### config.mk
export PLATFORM = sky130hd
export DESIGN_NAME = mem_tester
export DESIGN_NICKNAME = d
export VERILOG_FILES = /design/src/rtl/mem_test_pkg.sv /design/src/rtl/mem_pattern_gen.sv /design/src/rtl/mem_tester.sv
export SDC_FILE = /design/constraint.sdc
export NUM_CORES = 1
export LEC_CHECK = 0
export ABC_AREA = 1
export BUFFER_PORTS_ARGS = -buffer_cell sky130_fd_sc_hd__buf_4
export CAP_MARGIN = 20
export CORE_MARGIN = 1.5
export CORE_UTILIZATION = 30
export CTS_BUF_LIST = sky130_fd_sc_hd__clkbuf_4
export DETAILED_ROUTE_END_ITERATION = 16
export GPL_ROUTABILITY_DRIVEN = 0
export PLACE_DENSITY_LB_ADDON = 0.15
export SYNTH_ARGS = -nofsm -noshare
export SYNTH_HDL_FRONTEND = slang
export SYNTH_HIERARCHICAL = 1
export SYNTH_SLANG_ARGS = --single-unit
### constraint.sdc
create_clock -name clk -period 2.6 [get_ports clk]
set_input_delay 0.52 -clock clk [delete_from_list [all_inputs] [get_ports clk]]
set_output_delay 0.52 -clock clk [all_outputs]
set_load 0.005 [all_outputs]
### src/rtl/mem_test_pkg.sv
// Shared definitions for the memory tester: FSM states, pattern modes and the
// PRNG (Galois LFSR, taps 32,22,2,1) step used by every pattern generator.
package mem_test_pkg;

  typedef enum logic [2:0] {
    ST_IDLE  = 3'd0,
    ST_WRITE = 3'd1,
    ST_READ  = 3'd2,
    ST_DRAIN = 3'd3,
    ST_DONE  = 3'd4
  } state_t;

  typedef enum logic [1:0] {
    MODE_PRNG = 2'd0,
    MODE_ADDR = 2'd1,
    MODE_INV  = 2'd2,
    MODE_WALK = 2'd3
  } mode_t;

  localparam logic [31:0] LFSR_TAPS = 32'h8020_0003;

  function automatic logic [31:0] lfsr_step(input logic [31:0] s);
    return s[0] ? ((s >> 1) ^ LFSR_TAPS) : (s >> 1);
  endfunction

  // An all-zero LFSR would lock up, so a zero seed starts from 1.
  function automatic logic [31:0] lfsr_seed(input logic [31:0] s);
    return (s == 32'd0) ? 32'd1 : s;
  endfunction

endpackage

### src/rtl/mem_pattern_gen.sv
// Data pattern source for one address stream. The PRNG state advances on
// 'next' and restarts from the seed on 'load'; the other modes depend on addr only.
module mem_pattern_gen
  import mem_test_pkg::*;
#(
  parameter int ADDR_W = 23,
  parameter int DATA_W = 32
) (
  input  logic              clk,
  input  logic              rst_n,
  input  logic              load,
  input  logic              next,
  input  mode_t             mode,
  input  logic [31:0]       seed,
  input  logic [ADDR_W-1:0] addr,
  output logic [DATA_W-1:0] pattern
);

  localparam int AW = (ADDR_W > 32) ? ADDR_W : 32;

  logic [31:0]       lfsr_q;
  logic [DATA_W-1:0] prng_pat;
  logic [AW-1:0]     bit_idx;

  always_ff @(posedge clk or negedge rst_n) begin
    if (!rst_n) begin
      lfsr_q <= '0;
    end else if (load) begin
      lfsr_q <= lfsr_seed(seed);
    end else if (next) begin
      lfsr_q <= lfsr_step(lfsr_q);
    end
  end

  // The 32-bit PRNG word is repeated (or cut) to fill the memory word.
  always_comb begin
    prng_pat = '0;
    for (int i = 0; i < DATA_W; i++) begin
      prng_pat[i] = lfsr_q[i % 32];
    end
  end

  assign bit_idx = AW'(addr) % AW'(DATA_W);

  always_comb begin
    pattern = '0;
    case (mode)
      MODE_PRNG: pattern = prng_pat;
      MODE_ADDR: pattern = DATA_W'(addr);
      MODE_INV:  pattern = ~(DATA_W'(addr));
      MODE_WALK: pattern = DATA_W'(1) << bit_idx;
      default:   pattern = '0;
    endcase
  end

endmodule

### src/rtl/mem_tester.sv
// Memory tester: writes a pattern over [addr_lo, addr_hi], reads it back and
// counts mismatches, repeating for the requested number of passes.
module mem_tester
  import mem_test_pkg::*;
#(
  parameter int ADDR_W = 23,
  parameter int DATA_W = 32,
  parameter int ERR_W  = 16
) (
  input  logic              clk,
  input  logic              rst_n,
  input  logic              start,
  input  logic              abort,
  input  logic [1:0]        mode,
  input  logic [31:0]       seed,
  input  logic [ADDR_W-1:0] addr_lo,
  input  logic [ADDR_W-1:0] addr_hi,
  input  logic [7:0]        passes,
  output logic [ADDR_W-1:0] addr,
  output logic              rw,
  output logic [DATA_W-1:0] data_in,
  output logic              in_valid,
  input  logic              busy,
  input  logic              out_valid,
  input  logic [DATA_W-1:0] data_out,
  output logic              running,
  output logic              done,
  output logic              fail,
  output logic [ERR_W-1:0]  err_count,
  output logic [ADDR_W-1:0] first_err_addr,
  output logic [DATA_W-1:0] first_err_syn,
  output logic [7:0]        pass_cnt,
  output logic [7:0]        leds,
  output logic [2:0]        dbg_state
);

  // Handshake: in_valid is raised only while busy is low, so every cycle with
  // in_valid high is an accepted request. out_valid returns one read word per
  // cycle, in request order, with no back-pressure from this block.

  state_t            state_q, state_d;
  mode_t             mode_q;
  logic [ADDR_W-1:0] lo_q, hi_q, iss_addr_q, cmp_addr_q;
  logic [7:0]        passes_q, pass_inc;
  logic [31:0]       seed_q, gen_seed;
  logic              cmp_done_q;
  logic              start_ok, to_read, pass_end, last_pass;
  logic              issuing, req_fire, iss_last, cmp_fire, mismatch;
  logic [DATA_W-1:0] iss_pat, cmp_pat, syn;
  logic [6:0]        err_led;

  assign issuing  = (state_q == ST_WRITE) || (state_q == ST_READ);
  assign req_fire = issuing && !busy;
  assign iss_last = (iss_addr_q == hi_q);
  assign in_valid = req_fire;
  assign rw       = req_fire && (state_q == ST_WRITE);
  assign addr     = req_fire ? iss_addr_q : '0;
  assign data_in  = rw ? iss_pat : '0;

  // Comparison runs off the returned data only, so it may overlap issuing reads.
  assign cmp_fire = out_valid && !cmp_done_q &&
                    ((state_q == ST_READ) || (state_q == ST_DRAIN));
  assign syn      = cmp_pat ^ data_out;
  assign mismatch = cmp_fire && (syn != '0);

  assign pass_inc  = (pass_cnt == 8'hFF) ? pass_cnt : pass_cnt + 8'd1;
  assign last_pass = (passes_q != 8'd0) && (pass_inc == passes_q);
  assign gen_seed  = start_ok ? seed : (pass_end ? seed_q + 32'd1 : seed_q);

  always_comb begin
    state_d  = state_q;
    start_ok = 1'b0;
    to_read  = 1'b0;
    pass_end = 1'b0;
    if (abort) begin
      state_d = ST_IDLE;
    end else begin
      case (state_q)
        ST_IDLE, ST_DONE: begin
          if (start) begin
            start_ok = 1'b1;
            state_d  = (addr_hi < addr_lo) ? ST_DONE : ST_WRITE;
          end
        end
        ST_WRITE: begin
          if (req_fire && iss_last) begin
            to_read = 1'b1;
            state_d = ST_READ;
          end
        end
        ST_READ: begin
          if (req_fire && iss_last) state_d = ST_DRAIN;
        end
        ST_DRAIN: begin
          if (cmp_done_q) begin
            pass_end = 1'b1;
            state_d  = last_pass ? ST_DONE : ST_WRITE;
          end
        end
        default: state_d = ST_IDLE;
      endcase
    end
  end

  always_ff @(posedge clk or negedge rst_n) begin
    if (!rst_n) state_q <= ST_IDLE;
    else        state_q <= state_d;
  end

  always_ff @(posedge clk or negedge rst_n) begin
    if (!rst_n) begin
      mode_q         <= MODE_PRNG;
      lo_q           <= '0;
      hi_q           <= '0;
      passes_q       <= '0;
      seed_q         <= '0;
      iss_addr_q     <= '0;
      cmp_addr_q     <= '0;
      cmp_done_q     <= 1'b0;
      err_count      <= '0;
      first_err_addr <= '0;
      first_err_syn  <= '0;
      pass_cnt       <= '0;
    end else if (start_ok) begin
      mode_q         <= mode_t'(mode);
      lo_q           <= addr_lo;
      hi_q           <= addr_hi;
      passes_q       <= passes;
      seed_q         <= seed;
      iss_addr_q     <= addr_lo;
      cmp_addr_q     <= addr_lo;
      cmp_done_q     <= 1'b0;
      err_count      <= '0;
      first_err_addr <= '0;
      first_err_syn  <= '0;
      pass_cnt       <= '0;
    end else begin
      // End of range is detected by equality so addr_hi = all-ones never wraps.
      if (req_fire) iss_addr_q <= iss_last ? lo_q : iss_addr_q + ADDR_W'(1);
      if (cmp_fire) begin
        if (cmp_addr_q == hi_q) cmp_done_q <= 1'b1;
        else                    cmp_addr_q <= cmp_addr_q + ADDR_W'(1);
        if (mismatch) begin
          if (err_count != '1) err_count <= err_count + ERR_W'(1);
          if (err_count == '0) begin
            first_err_addr <= cmp_addr_q;
            first_err_syn  <= syn;
          end
        end
      end
      if (pass_end) begin
        pass_cnt   <= pass_inc;
        seed_q     <= seed_q + 32'd1;
        iss_addr_q <= lo_q;
        cmp_addr_q <= lo_q;
        cmp_done_q <= 1'b0;
      end
    end
  end

  mem_pattern_gen #(.ADDR_W(ADDR_W), .DATA_W(DATA_W)) u_issue_gen (
    .clk     (clk),
    .rst_n   (rst_n),
    .load    (start_ok || to_read || pass_end),
    .next    (rw),
    .mode    (mode_q),
    .seed    (gen_seed),
    .addr    (iss_addr_q),
    .pattern (iss_pat)
  );

  mem_pattern_gen #(.ADDR_W(ADDR_W), .DATA_W(DATA_W)) u_cmp_gen (
    .clk     (clk),
    .rst_n   (rst_n),
    .load    (start_ok || pass_end),
    .next    (cmp_fire),
    .mode    (mode_q),
    .seed    (gen_seed),
    .addr    (cmp_addr_q),
    .pattern (cmp_pat)
  );

  assign err_led   = (err_count > ERR_W'(127)) ? 7'h7F : err_count[6:0];
  assign leds      = {state_q == ST_READ, err_led};
  assign fail      = (err_count != '0);
  assign done      = (state_q == ST_DONE);
  assign running   = (state_q == ST_WRITE) || (state_q == ST_READ) || (state_q == ST_DRAIN);
  assign dbg_state = state_q;

endmodule

## After elaboration in Yosys (flattened, before gate mapping)

Cells that the tools add are included.

| cells by class | value |
|---|---|
| shift operators | 2 |
| reduce and logical (&&, ||, !) cells | 38 |
| mux-type cells | 58 |
| divide/modulo/power cells | 0 |
| bitwise logic cells | 5 |
| eq/ne operators | 17 |
| $mul | 0 |
| add/sub/neg operators | 5 |
| order comparisons | 2 |

Operators by type and width:

| kind | count |
|---|---|
| $mux W32 | 14 |
| $mux W23 | 13 |
| $pmux W32 S4 | 2 |
| $mux W16 | 4 |
| $not A23 Y32 | 2 |
| $shl A1 B5 Y32 const A | 2 |
| $add A23 B1 Y23 const B | 2 |
| $eq A23 B23 Y1 | 2 |
| $add A32 B1 Y32 const B | 1 |
| $logic_not A32 Y1 | 1 |
| $reduce_bool A32 Y1 | 1 |
| $xor A32 B32 Y32 | 1 |
| $mux W8 | 3 |
| $lt A23 B23 Y1 | 1 |
| $mux W3 | 7 |
| $add A16 B1 Y16 const B | 1 |
| $gt A16 B7 Y1 const B | 1 |
| $logic_not A16 Y1 | 1 |
| $ne A16 B16 Y1 const B | 1 |
| $reduce_bool A16 Y1 | 1 |
| $reduce_bool A2 Y1 | 7 |
| $mux W1 | 13 |
| $pmux W3 S4 | 1 |
| $ne A3 B3 Y1 const B | 3 |
| 22 further kinds | 42 |

| word-level totals | value |
|---|---|
| logic and storage cells | 142 |
| input port bits | 126 |
| latch bits | 0 |
| register bits after elaboration | 281 |
| RAM bits | 0 |
| memories kept | 0 |
| ROM bits | 0 |
| output and inout bits | 150 |

## Longest topological paths before layout

Gate-level depths: netlist of run 1.

| logic depth | value |
|---|---|
| word-level depth | 10 |
| depth in mapped cells | 19 |
| depth with buffers taken out | 18 |

## By module

Netlist of run 1, hierarchy kept.

Modules (own cells, without submodules):

| module | times used | area each (um2) | cells an instance |
|---|---|---|---|
| mem_tester | 1 | 13960.9 | 1980 |
| mem_pattern_gen | 2 | 2477.4 | 369 |

## Worst setup path before layout of run 1

Ideal clock, no wire load.

| path | value |
|---|---|
| path kind | reg2reg |
| start point | reg mode_q[0] |
| end point | reg first_err_syn[15] |
| arrival | 2.421 ns |
| path slack | 0.102 ns |
| setup time | 0.077 ns |
| stages on the path, launching flop included | 17 |
| cell sequence | dfrtp_1 -> nand3_2 -> clkinv_4 -> nand2_1 -> o21ai_1 -> a21oi_1 -> o21ai_0 -> xnor2_1 -> nand2_1 -> nor3_1 -> nand4_1 -> nor2_1 -> nand2_1 -> nand3_2 -> buf_1 -> nand3_1 -> o21ai_1 |

| on the way | value |
|---|---|
| cells in the longest elaborated chain, start to end | 7 |
| elaborated cells on any way between the ends | 14 |
| classes of those cells | eq/ne (3); mux (5); bitwise (1); reduce/logical (5) |

RTL lines:

| element | line | source |
|---|---|---|
| start: declaration | mem_tester.sv:42 | `mode_t mode_q;` |
| start signal: assignment | mem_tester.sv:125 | `mode_q <= mode_t'(mode);` |
| $eq A2 B2 Y1, or another cell as far along | mem_pattern_gen.sv:47 | `case (mode)` |
| $pmux W32 S4 * | mem_pattern_gen.sv:47 |  |
| net cmp_pat[14] | mem_tester.sv:49 | `logic [DATA_W-1:0] iss_pat, cmp_pat, syn;` |
| $xor A32 B32 Y32 * | mem_tester.sv:63 | `assign syn = cmp_pat ^ data_out;` |
| $reduce_bool A32 Y1 * | mem_tester.sv:64 | `assign mismatch = cmp_fire && (syn != '0);` |
| $logic_and A1 B1 Y1 * | mem_tester.sv:64 |  |
| $reduce_bool A2 Y1 (no source line) * | -- |  |
| $reduce_and A3 Y1 (no source line) * | -- |  |
| end signal: assignment | mem_tester.sv:147 | `first_err_syn <= syn;` |
| end: declaration | mem_tester.sv:31 | `output logic [DATA_W-1:0] first_err_syn,` |

Mark *: on every way through the listed nets, which the timed path passes. The rest lies on a longest branch. The select of a mux whose other input is x is not followed.
A chain may end at the register's enable or synchronous reset.

## Worst setup path in the final report of run 1

| path | value |
|---|---|
| start point | reg iss_addr_q[0] |
| end point | out data_in[6] |

| on the way | value |
|---|---|
| cells in the longest elaborated chain, start to end | 3 |

RTL lines:

| element | line | source |
|---|---|---|
| start: declaration | mem_tester.sv:43 | `logic [ADDR_W-1:0] lo_q, hi_q, iss_addr_q, cmp_addr_q;` |
| start signal: assignment | mem_tester.sv:130 | `iss_addr_q <= addr_lo;` |
| start signal: assignment | mem_tester.sv:139 | `if (req_fire) iss_addr_q <= iss_last ? lo_q : iss_addr_q + ADDR_W'(1);` |
| start signal: assignment | mem_tester.sv:154 | `iss_addr_q <= lo_q;` |
| $shl A1 B5 Y32 | mem_pattern_gen.sv:51 | `MODE_WALK: pattern = DATA_W'(1) << bit_idx;` |
| $pmux W32 S4 | mem_pattern_gen.sv:47 |  |
| net iss_pat[6] | mem_tester.sv:49 |  |
| $mux W32 | mem_tester.sv:58 | `assign data_in = rw ? iss_pat : '0;` |
| end: declaration | mem_tester.sv:21 | `output logic [DATA_W-1:0] data_in,` |

The timed path passes the listed nets, and every way through them passes these cells.

==> results of run 1 <==
==> cells by family (layout without fill, tap and decap cells) <==
group / Yosys count / after routing / share of synthesized area, %
AND/OR/NAND/NOR: 1388 / 1390 / 31.58
flip-flops: 281 / 281 / 37.17
AO/OA/AOI/OAI: 430 / 430 / 13.02
XOR/XNOR: 142 / 142 / 6.575
other: 0 / 2 / 0
adder cells (fa/ha/maj): 28 / 28 / 1.852
buffers and inverters: 449 / 1194 / 9.796
==> final cells by class <==
class	count	area [um^2]	share of cell area, %
Antenna cell	2	5.005	0.01778
Clock buffer	122	915.9	3.253
Clock inverter	25	205.2	0.7289
Inverter	304	1207	4.289
Multi-Input combinational cell	1990	11200	39.79
Sequential cell	281	7046	25.03
Tap cell	837	1047	3.720
Timing Repair Buffer	741	6514	23.14
Timing Repair inverter	2	11.26	0.04000
==> layer usage <==
| metal | up-vias | track usage [%] | part of all wire, % |
|---|---|---|---|
| met3 | 188 | 4.497 | 7.7 |
| met1 | 10420 | 35.45 | 45 |
| li1 | 10300 | - | - |
| met5 | - | 0 | 0 |
| met2 | 998 | 38.74 | 44 |
| met4 | 0 | 8.963 | 3.5 |
==> power groups by stage <==
stage	Clock (mW)	Combinational, mW	Sequential [mW]
finish	4.67	22.1	7.86
global route	5.06	23.8	8.08
CTS	4.80	19.4	7.80
detailed placement	0	17.6	7.82
global placement	0	17.4	7.80
floorplan	0	9.44	7.51
==> cells in the final DEF (no fill, tap or decap), drive strengths merged, types with 2 or more instances in the layout <==
cell	n
a21oi	92
a22o	2
a22oi	67
a31oi	9
buf	693
bufinv	4
clkbuf	129
clkinv	25
clkinvlp	2
dfrtp	281
diode	2
dlygate4sd3	41
ha	28
inv	300
nand2	669
nand3	276
nand3b	4
nand4	41
nor2	336
nor3	45
nor4	11
o2111ai	6
o211ai	15
o21a	2
o21ai	214
o221ai	6
o22ai	10
or2	5
xnor2	61
xor2	81
==> critical path, cell delays in order (launching register included) <==
cell	delay, ps
dfrtp_1	400
buf_6	190
inv_2	100
nand3_2	100
nor2_1	200
nand2_1	100
o21ai_1	90
a21oi_1	70
o21ai_1	90
inv_1	70
nor2_2	130
buf_4	120
==> through the flow <==
| step | setup TNS [ps] | instance area [um^2] | std cells |
|---|---|---|---|
| global placement | -32340 | 23910 | 4001 |
| floorplan | 0 | 18920 | 2718 |
| detailed placement | -35150 | 23910 | 4001 |
| CTS | -32050 | 26720 | 4245 |
| global route | -51530 | 28150 | 4304 |
| finish | -31020 | 28150 | 4304 |
==> path summary, 6_finish.rpt <==
check                                                endpoint  slack, ps
max in group asynchronous  u_issue_gen/lfsr_q[16]$_DFFE_PN0P_       1550
max                                                data_in[6]       -400
min                                       hi_q[0]$_DFFE_PN0P_         80
min reg2reg                    first_err_addr[22]$_DFFE_PN0P_        500
min in group asynchronous            err_count[8]$_DFFE_PN0P_        250
max reg2reg                    first_err_addr[20]$_DFFE_PN0P_       -310
==> registers in the layout (all words and copies together) (netlist names) <==
name,cells
pass_cnt,8
u_issue_gen/lfsr_q,32
dbg_state,3
first_err_syn,32
u_cmp_gen/lfsr_q,32
lo_q,23
cmp_addr_q,23
seed_q,32
err_count,16
mode_q,2
passes_q,8
first_err_addr,23
iss_addr_q,23
hi_q,23
cmp_done_q,1
==> what timing repair did <==
action,CTS,global route
gates resized for setup,188,240
pin swaps,35,74
endpoints found under the hold margin,99,0
hold buffers,41,0
cloned,13,11
setup endpoints to repair,145,150
buffers inserted,44,51
==> impl_metrics.json, run 1 <==
{
  "ys_seq_elements": 281,
  "clock_latency_ps": 850,
  "yosys-top-cells-count": "nand2_1, nor2_1, dfrtp_1",
  "seq_power_share_pct": 22.7,
  "timing.slew.headroom_pct": 45.71,
  "synth_top_area_cell": "dfrtp_1",
  "r2r_start": "mode_q[0]$_DFFE_PN0P_",
  "min_path_type": "input port to register",
  "cellPowerDensity_nw_per_um2": 1229,
  "intPower_mw": 18.31,
  "synth-main-ff-cell": "dfrtp_1",
  "dpl.hpwl_um": 61300,
  "whs_path_depth": 3,
  "clkPwrFrac_pct": 13.5,
  "fmax_mhz": 333.6,
  "syn2layout_area_growth_pct": 48.84,
  "power_switching_mw": 16.29,
  "yosys-top-cells-area": "dfrtp_1, nand2_1, nand3_1",
  "finalMaxSlewViolations": 0,
  "post-route-min-period_ps": 2998,
  "setup_slack_ps": -397.8,
  "grt_pass1_wl_um": 125400,
  "io_buffers": 275,
  "num_io_pins": 276,
  "cts_buffers": 86,
  "finalPower_mw": 34.61,
  "die-width_um": 254.1,
  "yosysMostFrequentCell": "nand2_1",
  "yosysWarnings": 6,
  "switching_share_pct": 47.08,
  "tightest_slew_ps": 813.4,
  "synth_async_sr_flop_share_pct": 100.0,
  "grt-ovfl-total": 0,
  "num_vias": 21900,
  "num_rows": 91,
  "firstDrtPassIters": 7,
  "grt_max_degree": 74,
  "avgViaCountPerCell": 5.088,
  "drc": 0,
  "cts_sinks": 281,
  "p_leak_nw": 13.89,
  "synth-edff-count": 0,
  "wl_per_cell_um": 19.65,
  "drive_above_1_share_pct": 32.76,
  "hold_ws_ps": 84.97,
  "fillers": 6417,
  "path_clk_slew_ps": 60,
  "clockRootBuffer": "clkbuf_4",
  "drt-initial-drc-count": 2064,
  "initial_core_util_pct": 30.48,
  "synthCells": 2718,
  "synth.cell_area_um2": 18920,
  "final_antenna_net_count": 0,
  "worst_setup_path_start_kind": "register",
  "cts_tree": "done",
  "clock_path_buffers": 3,
  "die_area_um2": 64570,
  "die_h_um": 254.1,
  "crit_type": "register to output port",
  "utilization_pct": 45.37,
  "rsz0062_at_grt": "true",
  "layout.nets": 3560,
  "critPathRequiredTime_ps": 2080,
  "cp-startpoint": "iss_addr_q[0]$_DFFE_PN0P_",
  "drt_wl_total_um": 84560,
  "synthDistinctLibCells": 52,
  "r2r_cells": 18,
  "syn_nets": 2872,
  "outcome": "complete, but fails checks",
  "grt_pass1_vias": 21140,
  "avgSynthCellArea_um2": 6.959,
  "endpoint_kind": "output port",
  "coreArea_um2": 62050,
  "htree_levels": 3,
  "grt_usage_pct": 25.24,
  "vdd_drop_max_v": 0.0008356,
  "hold_viol": 0,
  "fin_crit_sh_pct": 115.3,
  "antenna_found_initial": 1,
  "crit_fanout": 15,
  "synth_top_area_share_pct": 37.17,
  "min-delay-start": "addr_hi[0]",
  "setup_violations": 129,
  "yosysSeqAreaShare_pct": 37.17,
  "combinationalPowerShare_pct": 63.8,
  "pre_cts_ws_ps": -526.9,
  "drv_cap": 0,
  "cp.arrival_ps": 2480,
  "clock_skew_ps": 58.56,
  "violations": "negative setup slack"
}
Note: power is estimated with default switching activity, not from simulation.
==> run 2, diff against run 1 <==
--- a/config.mk
+++ b/config.mk
@@ -8,12 +8,13 @@
 export ABC_AREA = 1
 export BUFFER_PORTS_ARGS = -buffer_cell sky130_fd_sc_hd__buf_4
 export CAP_MARGIN = 20
-export CORE_MARGIN = 1.5
 export CORE_UTILIZATION = 30
 export CTS_BUF_LIST = sky130_fd_sc_hd__clkbuf_4
 export DETAILED_ROUTE_END_ITERATION = 16
 export GPL_ROUTABILITY_DRIVEN = 0
 export PLACE_DENSITY_LB_ADDON = 0.15
+export RECOVER_POWER = 100
+export SLEW_MARGIN = 20
 export SYNTH_ARGS = -nofsm -noshare
 export SYNTH_HDL_FRONTEND = slang
 export SYNTH_HIERARCHICAL = 1
==> run 2 against run 1 <==
Net effect: largest power group unchanged; largest cell class unchanged; the flow finishes with violations (max-capacitance violations, max-slew violations, negative setup slack); final cell count rose by 0.91%; utilization up 2.2 points; non-clock buffer count increased by 39; die area is 0.79% lower; worst setup slack improved by 32 ps.
==> impl_metrics.json, run 2 (synthesis results as in run 1) <==
{
  "outcome": "complete, but fails checks",
  "violations": "max-capacitance violations, max-slew violations, negative setup slack",
  "hold_viol": 0,
  "drive_above_1_share_pct": 37.38,
  "crit_fanout": 7,
  "r2r-end": "err_count[14]$_DFFE_PN0P_",
  "drt-initial-drc-count": 2164,
  "p_leak_nw": 14.39,
  "firstDrtPassIters": 5,
  "timing.slew.headroom_pct": -4.070,
  "path_clk_slew_ps": 60,
  "clock_skew_ps": 79.20,
  "post-route-min-period_ps": 2966,
  "num_rows": 91,
  "fin_area_um2": 29520,
  "min-delay-start": "mode[1]",
  "drv_cap": 1,
  "avgViaCountPerCell": 5.119,
  "whs_path_depth": 3,
  "dpl.hpwl_um": 60630,
  "min_path_type": "input port to register",
  "fillers": 6157,
  "rsz0062_at_grt": "true",
  "die_h_um": 253.1,
  "antenna_found_initial": 1,
  "clock_path_buffers": 3,
  "cts_buffers": 84,
  "dp_cells": 3993,
  "fmax_mhz": 337.2,
  "endpoint_kind": "output port",
  "crit_buf_inv": 4,
  "die-width_um": 253.1,
  "clockRootBuffer": "clkbuf_4",
  "critPathRequiredTime_ps": 2080,
  "drc": 0,
  "layout_common_cells": "nand2_1, buf_4, dfrtp_1",
  "r2r_cells": 19,
  "worst_setup_path_start_kind": "register",
  "setup_slack_ps": -365.6,
  "grt_usage_pct": 25.38,
  "cts_sinks": 281,
  "clkPwrFrac_pct": 12.7,
  "setup_violations": 167,
  "layout_commonest_cell": "nand2_1",
  "r2r_slack_ps": -270,
  "tightest_slew_ps": 1561,
  "grt_pass1_vias": 21110,
  "power_switching_mw": 16.84,
  "maxUsedRoutingLayer": "met4",
  "finalPower_mw": 35.55,
  "crit_path_cell_trace": "buf_12, clkinvlp_4, nand3_2, o22ai_1, a21oi_2, o21ai_1, inv_1, nor2_2, buf_4",
  "finalMaxSlewViolations": 58,
  "cp.arrival_ps": 2450,
  "cellPowerDensity_nw_per_um2": 1204,
  "r2r_start": "mode_q[1]$_DFFE_PN0P_",
  "io_buffers": 275,
  "clock_latency_ps": 830,
  "place_area_um2": 23800,
  "met3WireLength_um": 6011,
  "grt-ovfl-total": 0,
  "htree_levels": 3,
  "coreArea_um2": 62050,
  "grt_max_degree": 84,
  "min_to": "mode_q[1]$_DFFE_PN0P_",
  "finalSetupTns_ps": -31070,
  "switching_share_pct": 47.37,
  "intPower_mw": 18.71,
  "critPathTopFamily": "buffers and inverters",
  "slowest_delay_ps": 400,
  "pre_cts_ws_ps": -534.4,
  "cts_tree": "done",
  "drt_wl_total_um": 86440,
  "utilization_pct": 47.58,
  "grt_pass1_wl_um": 125500,
  "layout.nets": 3597,
  "vdd_drop_max_v": 0.0009995,
  "num_io_pins": 276,
  "combinationalPowerShare_pct": 64.8,
  "initial_core_util_pct": 30.48,
  "slowest_stage": "dfrtp_1",
  "hold_ws_ps": 36.16,
  "final_cells": 4343,
  "drt-met1-wl_um": 38680,
  "final-seq-area_um2": 7042,
  "syn2layout_area_growth_pct": 56.09,
  "fin_crit_sh_pct": 114.1,
  "wl_met2_um": 38980,
  "num_vias": 22230,
  "die_area_um2": 64060,
  "crit_type": "register to output port",
  "seq_power_share_pct": 22.4,
  "wl_per_cell_um": 19.90,
  "multi_input_area_um2": 12020,
  "final_antenna_net_count": 0
}
-- run 2: cell types whose count changed in the layout (fill, tap and decap cells not counted), moves of 9 or more --
cell	delta
buf_6	+21
nand3_2	+65
a22oi_2	+28
nor2_2	-22
nor2_1	+12
o21ai_1	+21
o21ai_2	+32
nand2_1	-15
nand3_1	-69
o21ai_0	-53
nor2_4	+9
a22oi_1	-28
-- run 2: what timing repair did --
action                     4_1_cts  5_1_grt
hold buffers                    35        0
resized for setup              287      409
gates cloned                    16       21
buffers inserted                66       76
hold endpoints to repair        84        0
setup endpoints to repair      133      243
pin swaps                       56      166
-- run 2: worst max path at each step --
stage,end,slack [ps],startpoint,depth (start not counted)
after detailed placement,first_err_syn[8]$_DFFE_PN0P_,-530,mode_q[1]$_DFFE_PN0P_,18
after floorplan,first_err_syn[15]$_DFFE_PN0P_,100,mode_q[0]$_DFFE_PN0P_,16
after global routing,data_in[16],-450,iss_addr_q[3]$_DFFE_PN0P_,9
final,data_in[20],-370,iss_addr_q[3]$_DFFE_PN0P_,9
after global placement,first_err_addr[9]$_DFFE_PN0P_,-510,mode_q[1]$_DFFE_PN0P_,18
after CTS,data_in[4],-330,iss_addr_q[1]$_DFFE_PN0P_,9
-- run 2: area by class of cell --
| cell class | count | share of cell area [%] |
|---|---|---|
| Multi-Input combinational cell | 1990 | 40.72 |
| Clock inverter | 31 | 0.7162 |
| Tap cell | 837 | 3.547 |
| Sequential cell | 281 | 23.85 |
| Antenna cell | 1 | 0.008476 |
| Inverter | 304 | 4.234 |
| Clock buffer | 117 | 2.975 |
| Timing Repair Buffer | 780 | 23.91 |
| Timing Repair inverter | 2 | 0.04238 |
-- run 2: worst min-delay path, cell delays in order --
cell     delay [ps]
buf_4            80
nand2_1         100
nand2_1          90
-- run 2: power by group through the flow --
stage               Combinational [mW]  Clock, mW  Sequential, mW
finish                            23.1       4.53            7.97
global route                      24.8       4.91            8.18
CTS                               19.8       4.65            7.80
detailed placement                17.4          0            7.87
global placement                  17.3          0            7.85
floorplan                         9.44          0            7.51
-- run 2: per-layer routing --
layer  GRT usage, %  up-vias
met5              0        -
met4          9.247        0
met3          3.783      165
met2          39.08     1002
met1          35.80    10690
li1               -    10370
